File: config.mk
export PLATFORM = sky130hd
export DESIGN_NAME = inst_pipe_regs
export DESIGN_NICKNAME = d
export VERILOG_FILES = /design/src/rtl/inst_pipe_regs.sv
export SDC_FILE = /design/constraint.sdc
export NUM_CORES = 1
export LEC_CHECK = 0
export CAP_MARGIN = 10
export CORE_AREA = 2 2 140 142
export CTS_BUF_LIST = sky130_fd_sc_hd__clkbuf_8
export CTS_CLUSTER_SIZE = 24
export DETAILED_ROUTE_END_ITERATION = 7
export DIE_AREA = 0 0 142 144
export GPL_ROUTABILITY_DRIVEN = 0
export PLACE_DENSITY = 0.8
export SETUP_SLACK_MARGIN = 0.05
export SYNTH_ARGS = -nofsm -noshare
export SYNTH_HDL_FRONTEND = slang
export SYNTH_SLANG_ARGS = --single-unit
File: constraint.sdc
create_clock -name clk -period 15.8 [get_ports clk]
set_clock_uncertainty 0.1 [all_clocks]
set_input_delay 2.37 -clock clk [delete_from_list [all_inputs] [get_ports clk]]
set_output_delay 2.37 -clock clk [all_outputs]
set_load 0.005 [all_outputs]
File: src/rtl/inst_pipe_regs.sv
// Instruction/PC pipeline register chain (D, E, M, W) with stall hold, flush bubbles,
// fetch PC write enable and retire pulse. Optional perf counters: INST_PIPE_PERF_CNT_EN.
//
// state  | meaning
// VALID  | stage register holds a real instruction
// BUBBLE | stage register holds NOP_INST injected by flush, stall or empty fetch
module inst_pipe_regs #(
  parameter int          XLEN     = 32,
  parameter logic [31:0] NOP_INST = 32'h00000013,
  parameter int          CNT_W    = 32
) (
  input  logic            clk,
  input  logic            rst,
  input  logic [31:0]     inst_in,
  input  logic [XLEN-1:0] pc_in,
  input  logic            fetch_valid,
  input  logic            stall,
  input  logic            flush,
  output logic [31:0]     instF,
  output logic [31:0]     instD,
  output logic [31:0]     instE,
  output logic [31:0]     instM,
  output logic [31:0]     instW,
  output logic [XLEN-1:0] pcD,
  output logic [XLEN-1:0] pcE,
  output logic [XLEN-1:0] pcM,
  output logic [XLEN-1:0] pcW,
  output logic            vD,
  output logic            vE,
  output logic            vM,
  output logic            vW,
`ifdef INST_PIPE_PERF_CNT_EN
  output logic [CNT_W-1:0] cnt_retired,
  output logic [CNT_W-1:0] cnt_stall,
  output logic [CNT_W-1:0] cnt_flush,
`endif
  output logic            pc_we,
  output logic            retire
);

  typedef enum logic {
    BUBBLE = 1'b0,
    VALID  = 1'b1
  } stage_state_e;

  stage_state_e st_d, st_e, st_m, st_w;
  stage_state_e st_d_nxt, st_e_nxt, st_m_nxt, st_w_nxt;

  logic [31:0]     inst_d_nxt, inst_e_nxt, inst_m_nxt, inst_w_nxt;
  logic [XLEN-1:0] pc_d_nxt, pc_e_nxt, pc_m_nxt, pc_w_nxt;

  assign instF  = fetch_valid ? inst_in : NOP_INST;
  assign pc_we  = flush | ~stall;
  assign vD     = (st_d == VALID);
  assign vE     = (st_e == VALID);
  assign vM     = (st_m == VALID);
  assign vW     = (st_w == VALID);
  assign retire = vW;

  always_comb begin
    inst_d_nxt = instD;
    pc_d_nxt   = pcD;
    st_d_nxt   = st_d;
    inst_e_nxt = instE;
    pc_e_nxt   = pcE;
    st_e_nxt   = st_e;
    // M and W always advance; only D and E depend on flush/stall
    inst_m_nxt = instE;
    pc_m_nxt   = pcE;
    st_m_nxt   = st_e;
    inst_w_nxt = instM;
    pc_w_nxt   = pcM;
    st_w_nxt   = st_m;

    if (flush) begin
      inst_d_nxt = NOP_INST;
      st_d_nxt   = BUBBLE;
      inst_e_nxt = NOP_INST;
      st_e_nxt   = BUBBLE;
    end else if (stall) begin
      inst_e_nxt = NOP_INST;
      st_e_nxt   = BUBBLE;
    end else begin
      inst_d_nxt = instF;
      pc_d_nxt   = pc_in;
      st_d_nxt   = fetch_valid ? VALID : BUBBLE;
      inst_e_nxt = instD;
      pc_e_nxt   = pcD;
      st_e_nxt   = st_d;
    end
  end

  always_ff @(posedge clk or posedge rst) begin
    if (rst) begin
      instD <= NOP_INST;
      instE <= NOP_INST;
      instM <= NOP_INST;
      instW <= NOP_INST;
      pcD   <= '0;
      pcE   <= '0;
      pcM   <= '0;
      pcW   <= '0;
      st_d  <= BUBBLE;
      st_e  <= BUBBLE;
      st_m  <= BUBBLE;
      st_w  <= BUBBLE;
    end else begin
      instD <= inst_d_nxt;
      instE <= inst_e_nxt;
      instM <= inst_m_nxt;
      instW <= inst_w_nxt;
      pcD   <= pc_d_nxt;
      pcE   <= pc_e_nxt;
      pcM   <= pc_m_nxt;
      pcW   <= pc_w_nxt;
      st_d  <= st_d_nxt;
      st_e  <= st_e_nxt;
      st_m  <= st_m_nxt;
      st_w  <= st_w_nxt;
    end
  end

`ifdef INST_PIPE_PERF_CNT_EN
  // saturate at all-ones rather than wrap
  always_ff @(posedge clk or posedge rst) begin
    if (rst) begin
      cnt_retired <= '0;
      cnt_stall   <= '0;
      cnt_flush   <= '0;
    end else begin
      if (vW && (cnt_retired != '1))
        cnt_retired <= cnt_retired + 1'b1;
      if (stall && !flush && (cnt_stall != '1))
        cnt_stall <= cnt_stall + 1'b1;
      if (flush && (cnt_flush != '1))
        cnt_flush <= cnt_flush + 1'b1;
    end
  end
`endif

endmodule

### Word-level counts from Yosys, hierarchy flattened

Cells that the tools add are included.
Widths: inputs -> output; s select.

* register bits: 260
* input port bits: 69
* output and inout port bits: 294
* word-level logic and storage cells: 27

* equal/unequal tests: 1
* muxes and demuxes: 10
* bitwise gates (word level): 3
* reductions and logical operators: 1

Operators with widths (number)
* $mux 32: 5
* $mux 1: 5
* $ne 2x1->1 const B: 1
* $not 1->1: 2
* $reduce_and 2->1: 1
* $or 1x1->1: 1

### Depth between registers and ports, before layout

Gate-level depths: netlist (run 1).

* depth after elaboration: 3
* mapped depth: 4
* mapped depth without buffers: 3

### Least setup slack after synthesis (run 1)

Ideal clock, no wire load.

* path kind: input port to output port
* start: in fetch_valid
* end: out instF[0]
* data arrival time: 2.786 ns
* required time: 13.330 ns
* path slack: 10.544 ns
* cell stages on the path: 3
* path buffers: 1
* cell sequence: clkbuf_1 > nor2b_1 > inv_1

* cells in the longest elaborated chain, start to end: 1

Ends and longest elaborated chain
* start: declaration: RTL line 16 `input logic fetch_valid,`
* $mux 32: RTL line 52 `assign instF = fetch_valid ? inst_in : NOP_INST;`
* end: declaration: RTL line 19 `output logic [31:0] instF,`

No other way between the ends.

### Worst setup path after layout (run 1)

* start: in stall
* end: out pc_we

* cells in the longest elaborated chain, start to end: 2

Ends and longest elaborated chain
* start: declaration: RTL line 17 `input logic stall,`
* $not 1->1 (no source line)
* $or 1x1->1: RTL line 53 `assign pc_we = flush | ~stall;`
* end: declaration: RTL line 37 `output logic pc_we,`

No other way between the ends.

==> results.json, run 1 <==
{
  "status": "complete, no violations",
  "drcViolationCount": 0,
  "clk_latency_ns": 0.52,
  "final_antenna_net_count": 0,
  "wl_per_cell_um": 18.8,
  "synthAdderAreaFrac_pct": 0,
  "row_count": 51,
  "cts_tree": "done",
  "synthCells": 450,
  "place_ws_ns": 8.40,
  "cts_sinks": 260,
  "die_y_um": 144,
  "cts_setup_buffers": 0,
  "rsz0062_at_grt": "false",
  "path_class": "in2out",
  "grt_remaining_overflow": 0,
  "root_buffer": "clkbuf_8",
  "end_kind": "output port",
  "syn-cell-area_um2": 8080,
  "via_per_inst": 4.71,
  "syn-num-nets": 519,
  "syn2layout_area_growth_pct": 57.9,
  "ir_drop_uv": 64.6,
  "yosys_warnings": 0,
  "cts.clk_slew.worst_paths_ns": 0.06,
  "hold_path_class": "reg2reg",
  "synth_top_family_by_area": "multiplexers",
  "antenna_found_initial": 0,
  "holdWs_ns": 0.268,
  "cts_max_level": 2,
  "yosysSeqAreaShare_pct": 80.7,
  "drive_gt1_share_pct": 15.9,
  "grt_pass1_vias": 5447,
  "die_x_um": 142,
  "crit_arrival_ns": 4.48,
  "cap_violations": 0,
  "synth_compound_area_share_pct": 3.47,
  "timing.fmax_mhz": 144,
  "post_cts_resize_count": 0,
  "port_buffers": 362,
  "cts_made_buffers": 42,
  "antenna_cells": 0,
  "drt_wl_total_um": 20800,
  "start_util_pct": 42.4,
  "final_common_cell": "clkdlybuf4s50_1",
  "vias": 5214,
  "firstDrtPassIters": 4,
  "finalSetupTns_ns": 0,
  "tightest_slew_ns": 0.976,
  "slew_violations": 0,
  "max_slew_margin_pct": 34.7,
  "finalInstanceArea_um2": 12800,
  "final_cell_mix": "clkdlybuf4s50_1 (362), dfrtp_1 (248), mux2_2 (64)",
  "fin_crit_ns": 6.95,
  "worstPathRequired_ns": 13.33,
  "setup_viol": 0,
  "dpl_cell_area_um2": 11900,
  "worst_setup_path_start_kind": "primary input",
  "nets": 910,
  "hpwl_um": 14800,
  "synth_area_per_cell_um2": 18.0,
  "yosys.area_share.simple_pct": 5.30,
  "ys_types": 15,
  "drt_iter0_markers": 144,
  "grt_usage_pct": 19.8,
  "muxShareOfSynthArea_pct": 9.04,
  "grt_max_degree": 133,
  "crit_fanout": 16,
  "cts_buffer_depth": 3,
  "coreArea_um2": 19100,
  "synth-xor-area-share_pct": 0,
  "die_area_um2": 20400,
  "fin_crit_sh_pct": 44.0,
  "synth-seq-cells": 260,
  "setup_ws_ns": 8.85,
  "p_leak_uw": 0.00571,
  "grt_pass1_wl_um": 30600,
  "ctsHoldBuffers": 0,
  "power_density_nw_per_um2": 125,
  "r2r_slack_ns": 14.85,
  "finalHoldViolations": 0,
  "io_pins": 363
}
-- path summary, 6_finish.rpt --
path	start	end	cells past startpoint
worst max-delay path	stall	pc_we	5
worst min-delay path	instE[13]	instM[13]	0
worst max register to register	instD[0]	instD[0]	1
worst min register to register	instE[13]	instM[13]	0
max in group asynchronous	rst	instW[8]	3
min in group asynchronous	rst	instW[27]	2
-- synthesized netlist by cell type (all sizes together) --
| cell | n | share of area (%) |
|---|---|---|
| dfrtp | 248 | 77 |
| mux2 | 64 | 8.9 |
| and2 | 59 | 4.6 |
| a22o | 29 | 3.1 |
| buf | 15 | 1.0 |
| dfstp | 12 | 3.9 |
| clkbuf | 5 | 0.23 |
| inv | 5 | 0.23 |
| nor2b | 4 | 0.31 |
| a2bb2oi | 3 | 0.33 |
| or3 | 3 | 0.23 |
| nor2 | 2 | 0.19 |
| mux2i | 1 | 0.12 |
-- sequential cells by signal, summed over array words and instances, names as in the netlist, 32 cells and up --
register,flops
instD,32
instE,32
instM,32
instW,32
pcD,32
pcE,32
pcM,32
pcW,32
-- kinds of logic (layout without fill, tap and decap cells) --
group	count (synthesis)	in the layout
muxes	65	65
AOI/OAI and AO/OA	32	32
and+or+nand+nor	68	68
buffers and inverters	25	445
DFF	260	260
-- metal layers --
metal / GRT usage [%] / routed length, um / vias up
met5: 0 / 0 / -
met4: 7.68 / 618 / 0
met3: 7.68 / 1950 / 42
met2: 33.7 / 10400 / 280
met1: 22.7 / 7790 / 2587
li1: - / - / 2305
-- critical path, cell delays in order --
cell	delay, ns
clkdlybuf4s50_1	0.62
nor2b_2	0.67
buf_8	0.25
inv_1	0.10
clkdlybuf4s50_1	0.46
-- power by group --
part | switching (uW) | internal [uW] | total [uW]
clock network | 239 | 299 | 537
registers | 45.8 | 745 | 791
logic | 82.3 | 182 | 264
total | 367 | 1230 | 1590
-- through the flow --
step           util [%]  total power, uW  instances
2_1_floorplan         -              859        450
3_3_place_gp       62.6             1060       1034
3_5_place_dp       62.6             1070       1034
4_1_cts            66.8             1620       1107
5_1_grt            66.9             1670       1108
6_report           66.9             1590       1108
-- area by class of cell --
cell class	count	area, um^2
clock buffers	53	729
clock inverters	20	76.3
fillers	1331	6320
inverters	5	26.3
multi-input cells	165	1440
flip-flops and latches	260	6520
well taps	238	298
repair buffers	367	3670
No activity file was read; power rests on OpenSTA's default activity.
==> run 2: changes to the inputs <==
- CORE_AREA: 2 2 140 142 -> unset
- CORE_MARGIN: unset -> 1
- CORE_UTILIZATION: unset -> 39
- DIE_AREA: 0 0 142 144 -> unset
- PLACE_DENSITY: 0.8 -> 0.77
- clock period: 15.8 -> 6.2 ns (I/O delays scaled with it)
==> run 2 against run 1 <==
Final cell count increased by 3.1%; clock power increased to 2.5 times the previous value; first-iteration DRC count decreased by 10%; sequential share of layout area decreased by 0.19 points; die area increased by 4.2%; count of clock-buffer cells in the layout decreased by 4; non-clock buffer count unchanged; final area increased by 0.37%.
==> results.json, run 2 (synthesis gave the netlist of run 1 again) <==
{
  "cpPeakStageDelay_ns": 1.12,
  "cap_violations": 0,
  "power_density_nw_per_um2": 316,
  "firstDrtPassIters": 4,
  "crit_fanout": 33,
  "antenna_cells": 0,
  "ir_drop_uv": 139,
  "vias": 5203,
  "die_area_um2": 21300,
  "row_count": 52,
  "post_cts_resize_count": 0,
  "cpMostUsedCell": "clkdlybuf4s50_1",
  "finalSetupTns_ns": 0,
  "drcViolationCount": 0,
  "timing.fmax_mhz": 258,
  "holdWs_ns": 0.257,
  "cpMaxStageDelayCell": "clkdlybuf4s50_1",
  "cts_buffer_depth": 3,
  "drive_gt1_share_pct": 15.5,
  "fin_crit_ns": 3.88,
  "final_antenna_net_count": 0,
  "coreArea_um2": 20300,
  "rsz0062_at_grt": "false",
  "final_cell_mix": "clkdlybuf4s50_1 (362), dfrtp_1 (248), mux2_2 (64)",
  "max_slew_margin_pct": 33.9,
  "nets": 910,
  "drt_iter0_markers": 129,
  "setup_viol": 0,
  "cts_made_buffers": 42,
  "hpwl_um": 14100,
  "wl_per_cell_um": 17.4,
  "fin_crit_sh_pct": 62.6,
  "crit_arrival_ns": 2.85,
  "cts_setup_buffers": 0,
  "drt_wl_total_um": 19800,
  "start_util_pct": 39.8,
  "clk_latency_ns": 0.51,
  "port_buffers": 362,
  "root_buffer": "clkbuf_8",
  "cts_tree": "done",
  "path_class": "in2out",
  "p_leak_uw": 0.00572,
  "finalHoldViolations": 0,
  "path_delay_family": "buffers and inverters",
  "ctsHoldBuffers": 0,
  "antenna_found_initial": 0,
  "syn2layout_area_growth_pct": 58.5,
  "via_per_inst": 4.56,
  "worst_setup_path_start_kind": "primary input",
  "die_x_um": 146,
  "cp_cell_sequence": "clkdlybuf4s50_1 -> and2_1 -> clkdlybuf4s50_1",
  "worstPathRequired_ns": 5.17,
  "grt_pass1_vias": 5542,
  "worst-path-buf-inv": 2,
  "slew_violations": 0,
  "grt_remaining_overflow": 0,
  "end_kind": "output port",
  "cts.clk_slew.worst_paths_ns": 0.06,
  "cts_sinks": 260,
  "io_pins": 363,
  "tightest_slew_ns": 0.989,
  "die_y_um": 146,
  "hold_path_class": "reg2reg",
  "grt_pass1_wl_um": 31100,
  "grt_max_degree": 138,
  "grt_usage_pct": 19.0,
  "status": "complete, no violations",
  "final_common_cell": "clkdlybuf4s50_1",
  "cts_max_level": 2
}
## run 2: changes by cell type in the layout (fill, tap and decap cells not counted)
cell,before,now
inv_1,23,28
clkbuf_8,53,49
buf_12,0,2
buf_4,4,3
buf_8,1,0
bufinv_16,0,1
clkinvlp_4,0,1
inv_8,1,0
## run 2: final cells by class
type / instances / area [um^2]
clock buffers: 49 / 674
clock inverters: 26 / 125
fillers: 1515 / 7490
inverters: 5 / 22.5
multi-input cells: 165 / 1440
flip-flops and latches: 260 / 6520
well taps: 270 / 338
repair buffers: 367 / 3690
## run 2: through the flow
step	worst slack, ns	cells	cell area, um^2	util [%]	total power (uW)
finish	2.32	1142	12800	63.1	4050
global route	2.17	1142	12800	63.1	4250
CTS	2.28	1142	12800	63.1	4120
detailed placement	2.27	1067	12000	59.2	2730
global placement	2.35	1067	12000	59.2	2710
floorplan	1.75	450	8080	-	2190
## run 2: path summary, 6_finish.rpt
path | start | endpoint | slack (ns) | depth (start not counted)
max | fetch_valid | instF[5] | 2.32 | 3
min | instE[4] | instM[4] | 0.26 | 0
max reg2reg | instD[4] | instE[4] | 5.20 | 1
min reg2reg | instE[4] | instM[4] | 0.26 | 0
max in group asynchronous | rst | pcE[8] | 3.87 | 4
min in group asynchronous | rst | instM[27] | 0.58 | 2
## run 2: power by group
group | internal [uW] | total, uW | switching [uW]
logic | 465 | 673 | 208
registers | 1900 | 2010 | 114
clock network | 755 | 1360 | 607
## run 2: routing by layer
layer	wire length [um]	global-route usage, %	up-vias	share of wire (%)
met1	7610	22.4	2580	38
met4	568	7.53	0	2.9
met3	1580	6.33	45	8.0
met2	10100	32.3	262	51
li1	-	-	2316	-
met5	0	0	-	0
==> run 3: changes to the inputs <==
- CORE_AREA: unset -> 2 2 141 143
- CORE_MARGIN: 1 -> unset
- CORE_UTILIZATION: 39 -> unset
- DIE_AREA: unset -> 0 0 143 145
- PLACE_DENSITY: 0.77 -> 0.79
- clock period: 6.2 -> 3.9 ns (I/O delays scaled with it)
==> run 3 against run 2 <==
Critical path depth rose by 1; count of clock-buffer cells in the layout fell by 3; combinational power rose by 62%; sequential share of layout area barely moved; hold slack improved by 0.0047 ns; power rose by 56%; highest routed layer unchanged; utilization rose by 3.6 points; register-to-register slack got worse by 2.3 ns; wire length rose by 4.3%; clock power rose by 49%.
==> results.json, run 3 (synthesis gave the netlist of run 1 again) <==
{
  "top_usage_layer": "met2",
  "power_density_nw_per_um2": 492,
  "cap_violations": 0,
  "hpwl_um": 15100,
  "crit_arrival_ns": 2.09,
  "drcViolationCount": 0,
  "via_per_inst": 4.57,
  "postLayoutCoreUtil_pct": 66.7,
  "root_buffer": "clkbuf_8",
  "finalHoldViolations": 0,
  "cts_setup_buffers": 0,
  "vias": 5218,
  "antenna_found_initial": 0,
  "post_cts_resize_count": 0,
  "worstPathRequired_ns": 3.21,
  "grt_pass1_vias": 5626,
  "cts_sinks": 260,
  "syn2layout_area_growth_pct": 58.5,
  "final_cell_mix": "clkdlybuf4s50_1 (362), dfrtp_1 (248), mux2_2 (64)",
  "cts.clk_slew.worst_paths_ns": 0.06,
  "grt_max_degree": 67,
  "rsz0062_at_grt": "false",
  "p_leak_uw": 0.00572,
  "end_kind": "output port",
  "fin_crit_ns": 2.77,
  "clk_latency_ns": 0.52,
  "antenna_cells": 0,
  "finalInstanceArea_um2": 12800,
  "row_count": 51,
  "path_class": "in2out",
  "use_met1_pct": 22.6,
  "die_x_um": 143,
  "final_antenna_net_count": 0,
  "cts_max_level": 2,
  "hold_path_class": "reg2reg",
  "die_area_um2": 20700,
  "final_common_cell": "clkdlybuf4s50_1",
  "status": "complete, no violations",
  "tightest_slew_ns": 1.07,
  "die_y_um": 145,
  "firstDrtPassIters": 4,
  "cts_buffer_depth": 3,
  "finalSetupTns_ns": 0,
  "slew_violations": 0,
  "cts_made_buffers": 41,
  "nets": 918,
  "worst_setup_path_start_kind": "primary input",
  "grt_pass1_wl_um": 31900,
  "setup_viol": 0,
  "coreArea_um2": 19200,
  "met3_usage_pct": 8.38,
  "timing.fmax_mhz": 361,
  "drt_wl_total_um": 20700,
  "grt_remaining_overflow": 0,
  "port_buffers": 362,
  "cts_tree": "done",
  "fin_crit_sh_pct": 71.1,
  "ir_drop_uv": 247,
  "wl_per_cell_um": 18.1,
  "max_slew_margin_pct": 28.3,
  "drive_gt1_share_pct": 16.1,
  "holdWs_ns": 0.262,
  "io_pins": 363,
  "grt_usage_pct": 20.1,
  "start_util_pct": 42.1,
  "ctsHoldBuffers": 0,
  "drt_iter0_markers": 135,
  "met2_usage_pct": 34.4,
  "crit_fanout": 33,
  "dpl_cell_area_um2": 12100
}
run 3: changes by cell type in the layout (fill, tap and decap cells not counted):
cell and delta:
buf_4 +8, clkbuf_8 -3, inv_1 -2, buf_12 +1
bufinv_16 -1, clkinvlp_4 +1
run 3: power by group:
group / total [uW] / switching (uW) / internal, uW / leakage, uW
Sequential: 3200 / 184 / 3020 / 0.00330
Clock: 2020 / 947 / 1070 / 0.000452
Combinational: 1090 / 339 / 747 / 0.00198
run 3: path summary, 6_finish.rpt:
check                                 start   endpoint  slack (ns)  cells past startpoint
worst max-delay path            fetch_valid  instF[29]        1.13                      4
worst min-delay path               instE[3]   instM[3]        0.26                      0
worst max register to register     instD[1]   instD[1]        2.95                      1
worst min register to register     instE[3]   instM[3]        0.26                      0
max in group asynchronous               rst   instD[4]        2.22                      3
min in group asynchronous               rst  instE[26]        0.56                      2
run 3: area by class of cell:
cell class	count	area, um^2
Multi-Input combinational cell	165	1440
Timing Repair Buffer	376	3770
Tap cell	265	332
Inverter	5	22.5
Fill cell	1372	6400
Sequential cell	260	6520
Clock inverter	24	95.1
Clock buffer	46	633
run 3: layer usage:
layer	wire length, um	vias to the layer above
met5	0	-
met4	479	0
met3	2160	31
met2	10500	276
met1	7530	2585
li1	-	2326
run 3: critical path, stage by stage:
cell             delay (ns)
clkdlybuf4s50_1        0.45
buf_4                  0.28
and2_1                 0.22
clkdlybuf4s50_1        0.54
run 3: through the flow:
step,total power (uW),cells,setup WS (ns)
after floorplan,3480,450,-0.203
after global placement,4330,1071,1.20
after detailed placement,4350,1071,1.15
after CTS,6400,1141,1.13
after global routing,6640,1141,1.06
final,6310,1141,1.13
